--- src/rtl/arb_req_ctrl.sv ---
// Requester front end for a fixed-priority arbiter: per-channel job counters,
// request/own/release sequencing, starvation timeout and grant-protocol checks.
module arb_req_ctrl #(
  parameter int N     = 3,
  parameter int CNT_W = 4,
  parameter int HOLD  = 4,
  parameter int TMO   = 15
) (
  input  logic         clk,
  input  logic         rst_n,
  input  logic [N-1:0] job_vld,
  output logic [N-1:0] req,
  input  logic [N-1:0] resp,
  output logic [N-1:0] done,
  output logic [N-1:0] job_ovf,
  output logic [N-1:0] tmo_err,
  output logic         proto_err
);

  localparam int WT_W = $clog2(TMO);
  localparam int HD_W = $clog2(HOLD + 1);
  localparam logic [CNT_W-1:0] PEND_MAX = '1;

  typedef enum logic [1:0] {IDLE, REQ, OWN, REL} state_t;

  state_t           state_q [N];
  state_t           state_d [N];
  logic [CNT_W-1:0] pend_q  [N];
  logic [CNT_W-1:0] pend_d  [N];
  logic [WT_W-1:0]  wait_q  [N];
  logic [WT_W-1:0]  wait_d  [N];
  logic [HD_W-1:0]  hold_q  [N];
  logic [HD_W-1:0]  hold_d  [N];
  logic [N-1:0]     req_q, req_d;
  logic [N-1:0]     tmo_q, tmo_d;
  logic             proto_q, proto_d;
  logic [N-1:0]     lost, stray;
  logic             multi;

  assign req       = req_q;
  assign tmo_err   = tmo_q;
  assign proto_err = proto_q;
  assign multi     = (resp & (resp - 1'b1)) != '0;

  always_comb begin
    for (int i = 0; i < N; i++) begin
      state_d[i] = state_q[i];
      pend_d[i]  = pend_q[i];
      wait_d[i]  = wait_q[i];
      hold_d[i]  = hold_q[i];
      done[i]    = 1'b0;
      job_ovf[i] = 1'b0;
      lost[i]    = 1'b0;
      tmo_d[i]   = tmo_q[i];
      // A grant arriving in REL is the arbiter's one-cycle tail, not an error.
      stray[i]   = resp[i] && !req_q[i] && (state_q[i] != REL);

      // hold_q counts the OWN cycles still to run, including the current one
      case (state_q[i])
        REQ: begin
          if (resp[i]) begin
            if (HOLD == 1) begin
              done[i]    = 1'b1;
              state_d[i] = REL;
            end else begin
              state_d[i] = OWN;
              hold_d[i]  = HD_W'(HOLD - 1);
            end
          end else if (wait_q[i] == WT_W'(TMO - 1)) begin
            tmo_d[i]   = 1'b1;
            state_d[i] = REL;
          end else begin
            wait_d[i] = wait_q[i] + 1'b1;
          end
        end
        OWN: begin
          if (!resp[i]) begin
            lost[i]    = 1'b1;
            state_d[i] = REQ;
            wait_d[i]  = '0;
          end else if (hold_q[i] == HD_W'(1)) begin
            done[i]    = 1'b1;
            state_d[i] = REL;
          end else begin
            hold_d[i] = hold_q[i] - 1'b1;
          end
        end
        default: ;
      endcase

      case ({job_vld[i], done[i]})
        2'b10: begin
          if (pend_q[i] == PEND_MAX) job_ovf[i] = 1'b1;
          else                       pend_d[i]  = pend_q[i] + 1'b1;
        end
        2'b01:   pend_d[i] = pend_q[i] - 1'b1;
        default: ;
      endcase

      // Pending work leaves REL straight for REQ so req drops for one cycle only.
      if (state_q[i] == IDLE || state_q[i] == REL) begin
        wait_d[i]  = '0;
        state_d[i] = (pend_d[i] != '0) ? REQ : IDLE;
      end

      req_d[i] = (state_d[i] == REQ) || (state_d[i] == OWN);
    end
    proto_d = proto_q | multi | (|stray) | (|lost);
  end

  always_ff @(posedge clk or negedge rst_n) begin
    if (!rst_n) begin
      for (int i = 0; i < N; i++) begin
        state_q[i] <= IDLE;
        pend_q[i]  <= '0;
        wait_q[i]  <= '0;
        hold_q[i]  <= '0;
      end
      req_q   <= '0;
      tmo_q   <= '0;
      proto_q <= 1'b0;
    end else begin
      for (int i = 0; i < N; i++) begin
        state_q[i] <= state_d[i];
        pend_q[i]  <= pend_d[i];
        wait_q[i]  <= wait_d[i];
        hold_q[i]  <= hold_d[i];
      end
      req_q   <= req_d;
      tmo_q   <= tmo_d;
      proto_q <= proto_d;
    end
  end

endmodule

--- config.mk ---
export PLATFORM = sky130hd
export DESIGN_NAME = arb_req_ctrl
export DESIGN_NICKNAME = d
export VERILOG_FILES = /design/src/rtl/arb_req_ctrl.sv
export SDC_FILE = /design/constraint.sdc
export NUM_CORES = 1
export LEC_CHECK = 0
export ABC_AREA = 1
export CORE_ASPECT_RATIO = 2
export CORE_MARGIN = 2
export CORE_UTILIZATION = 60
export CTS_BUF_LIST = sky130_fd_sc_hd__clkbuf_16
export CTS_CLUSTER_DIAMETER = 30
export CTS_CLUSTER_SIZE = 14
export DETAILED_ROUTE_END_ITERATION = 6
export GPL_ROUTABILITY_DRIVEN = 0
export GPL_TIMING_DRIVEN = 1
export MAX_ROUTING_LAYER = met4
export PLACE_DENSITY = 0.81
export SLEW_MARGIN = 20
export SYNTH_ARGS = -nofsm -noshare
export SYNTH_HDL_FRONTEND = slang
export SYNTH_SLANG_ARGS = --single-unit
--- constraint.sdc ---
create_clock -name clk -period 4.79 [get_ports clk]
set_input_delay 0.958 -clock clk [delete_from_list [all_inputs] [get_ports clk]]
set_output_delay 0.958 -clock clk [all_outputs]
set_load 0.05 [all_outputs]
==> Flow_metrics.wiki <==
{| class="wikitable"
! Metric !! Value
|-
| X dimension of the die || 55.8 um
|-
| CP Data Arrival Time || 3.00 ns
|-
| Remaining DRCs || 0
|-
| Number of routed nets with antenna violations || 0
|-
| Routed vias || 2,809
|-
| Clock Power Share || 17.1%
|-
| Number of maximum-capacitance violations || 0
|-
| Slowest library cell on the worst path || clkdlybuf4s50_1
|-
| Standard-cell rows || 37
|-
| Setup Viol. Count Final || 0
|-
| Crit path capture type || primary output
|-
| Worst Clk Skew || 0.00502 ns
|-
| PD cells || 540 mW/mm^2
|-
| Highest cell delay on the worst timing path || 0.69 ns
|-
| Wire length of the first global-routing pass || 11,600 um
|-
| Insertion delay of the later-clocked pin in the worst-skew pair || 0.29 ns
|-
| Share of final-layout standard cells stronger than drive strength 1 || 5.17%
|-
| Unrepaired setup endpoints after global routing || no
|-
| Core box area || 0.00514 mm^2
|-
| Max clock buf depth || 2
|-
| Vertical die dimension || 108 um
|-
| Most instantiated library cell after synthesis || nand2_1
|-
| Net switching power || 898 uW
|-
| Synthesized netlist net count || 481
|-
| Starting Density || 62.6%
|-
| Cell Chain, Critical Path || clkdlybuf4s50_1, inv_1, nor2_1, inv_1, ha_1, inv_1, nor2_1, clkdlybuf4s50_1
|-
| Clock tree from TritonCTS || done
|-
| Most area-consuming cells after synthesis || dfrtp_1 (36%), ha_1 (14%), nand2_1 (12%), inv_1 (9.1%), nand3_1 (6.2%)
|-
| Fraction of power spent switching nets || 46.0%
|-
| Relative contribution of sequential cells to total power || 32.6%
|-
| Number of synthesis warnings || 0
|-
| Run status || completed
|-
| Detailed-route vias per instance || 5.38
|-
| WL final || 6600 um
|-
| End of the worst register-to-register path || req[1]
|-
| Total iterations of the first detailed-routing run || 4
|-
| Clk sink count || 46
|-
| Nature of the critical path startpoint || input pin
|-
| GR Overflow Total || 0
|-
| Placed standard-cell area || 0.00348 mm^2
|-
| #FFs+latches synth || 46
|-
| Avg Inst Size Synth || 7.36 um^2
|-
| Critical R2R Launch || state_q[2]
|-
| Routed wirelength normalized by instance count || 12.6 um
|-
| Area of the die || 0.00600 mm^2
|-
| Antenna cell count || 0
|-
| Clock slew seen by the registers of the worst setup and hold paths || 0.06 ns
|-
| WHS Endpoint || tmo_err[1]
|-
| Fraction of the yosys area taken by sequential cells || 35.8%
|-
| Number of buffers inserted to repair setup after CTS || 0
|-
| Fin. max-slew vios || 0
|-
| Hold Path Origin || tmo_err[1]
|-
| List of most frequent post-synthesis cells || nand2_1 (103), inv_1 (78), dfrtp_1 (46), nor2_1 (46), nand3_1 (40)
|-
| Number of enable flip-flop cells after synthesis || 0
|-
| Beginning of the critical path || resp[1]
|-
| Predominant post-synthesis flop cell || dfrtp_1
|-
| Final Hold Fails || 0
|-
| TritonCTS buffer count || 5
|-
| Final nets || 507
|-
| Buffers & Inverters on Critical Path || 5
|-
| Filler cells || 421
|-
| Worst slew margin relative to its limit || 60.8%
|-
| Met2 Routed Length || 3790 um
|-
| Area share of the largest cell type after synthesis || 35.8%
|-
| Share of power burned in combinational logic || 50.3%
|-
| Count of unique library cells instantiated by Yosys || 34
|-
| R2R Setup Slk || 2.09 ns
|-
| Iteration-0 DRC Markers || 88
|-
| Post-route standard cell area excluding fillers || 0.00362 mm^2
|-
| Minimum clock period || 3.96 ns
|-
| Top routing layer in use || met4
|-
| Number of antenna violations at the first check in global routing || 0
|-
| Max FO, Critical Path || 6
|-
| Leakage || 0.00188 uW
|-
| Int Power || 1060 uW
|-
| Hold slack || 0.478 ns
|-
| Crit path max-delay family || buffers and inverters
|-
| Maximum level of the CTS H-tree || 2
|-
| Required time of the critical path || 3.83 ns
|-
| Maximum clock frequency || 253 MHz
|-
| IO Count || 21
|-
| Final-layout setup total negative slack || 0 ns
|-
| Total routing usage reported by global routing || 25.2%
|-
| I/O Buffers || 20
|-
| Layout overhead on the synthesized area || 12.4%
|-
| Critical path class || input pin to primary output
|-
| DPL Wire Length || 5070 um
|-
| Share of the clock period used by the worst path after layout || 82.6%
|-
| Most prevalent standard cell on the critical path || inv_1
|-
| Hold bufs inserted after CTS || 0
|-
| Depth of the worst register-to-register path || 16
|-
| Worst hold path stage count || 2
|-
| Root cell of the clock tree || clkbuf_16
|-
| Largest net degree at the start of global routing || 47
|-
| Slew at the pin closest to its max-slew limit || 0.588 ns
|-
| Yosys top cell by area || dfrtp_1
|-
| Area of the mapped netlist || 0.00322 mm^2
|-
| Sum of routed wire segments on met1 || 2350 um
|-
| Number of cells produced by synthesis || 437
|-
| Async S/R FF share, synth || 100%
|-
| Met3 wire length || 205 um
|-
| Type of the most critical hold path || register to register
|-
| Via count of the first global-routing pass || 2,836
|-
| IR drop worst, VDD || 0.000594 V
|-
| Post-cts sizing count || 0
|}
## cells by family after synthesis
group           after synthesis  share of synthesized area (%)
compound gates               56                           10.6
xor+xnor                      8                           2.18
flops                        46                           35.8
buf+inv                      83                           9.80
fa+ha+maj                    36                           14.0
simple gates                208                           27.7
## through the flow
step / utilization (%) / power, uW / setup slack [ns] / instances
after floorplan: - / 1380 / 1.45 / 437
final: 70.4 / 1950 / 0.832 / 522
after global placement: 67.7 / 1580 / 0.875 / 514
after global routing: 70.4 / 2150 / 0.636 / 522
after CTS: 70.4 / 1960 / 0.841 / 522
after detailed placement: 67.7 / 1610 / 0.841 / 514
## tightest hold or removal path, cell delays in order (launching register included)
cell and delay (ns):
dfrtp_1 0.36, inv_1 0.04, nand2_1 0.05
## state kept, by name, summed over array words and instances, names as in the netlist
name       flops
state_q        6
req            3
wait_q        12
hold_q         9
pend_q        12
proto_err      1
tmo_err        3
## power groups by stage
stage	clock, uW	combinational [uW]	sequential [uW]
after floorplan	0	720	660
after global placement	0	944	634
after detailed placement	0	973	640
after CTS	340	989	634
after global routing	352	1140	658
final	334	982	637
## layout make-up
class / instances / area (um^2) / area share (%)
multi-input cells: 308 / 1750 / 48.4
flip-flops and latches: 46 / 1150 / 31.8
inverters: 82 / 308 / 8.51
repair buffers: 20 / 198 / 5.46
clock buffers: 5 / 125 / 3.46
well taps: 58 / 72.6 / 2.01
clock inverters: 3 / 12.5 / 0.346
## worst max path at each step
stage | cells past startpoint | end | slack, ns
after floorplan | 6 | job_ovf[0] | 1.45
after detailed placement | 8 | job_ovf[0] | 0.84
after global placement | 8 | job_ovf[0] | 0.88
final | 8 | job_ovf[1] | 0.83
after CTS | 8 | job_ovf[0] | 0.84
after global routing | 8 | job_ovf[0] | 0.64
## placed cells by master (no fill, tap or decap), types with 2 or more instances in the layout
master,Yosys,layout
and2_1,2,2
o21ai_0,19,19
o21ai_2,2,2
o31ai_1,4,4
nor2_1,46,46
nand2_1,103,103
nand3_2,2,2
xor2_1,6,6
a21oi_2,2,2
nand3_1,40,40
inv_1,78,79
o2111ai_1,3,3
a21oi_1,14,14
ha_1,36,36
dfrtp_1,46,46
o21bai_1,2,2
clkdlybuf4s50_1,0,19
nand3b_1,3,3
nand2_2,3,3
nor3_1,3,3
o21ai_1,5,5
clkbuf_16,0,5
inv_2,4,4
xnor2_1,2,2
## per-layer routing
| layer | vias up | global-route usage (%) |
|---|---|---|
| met3 | 22 | 3.73 |
| met1 | 1298 | 23.2 |
| met4 | 0 | 14.5 |
| li1 | 1435 | - |
| met5 | - | - |
| met2 | 54 | 47.6 |
No activity file was read; power rests on OpenSTA's default activity.
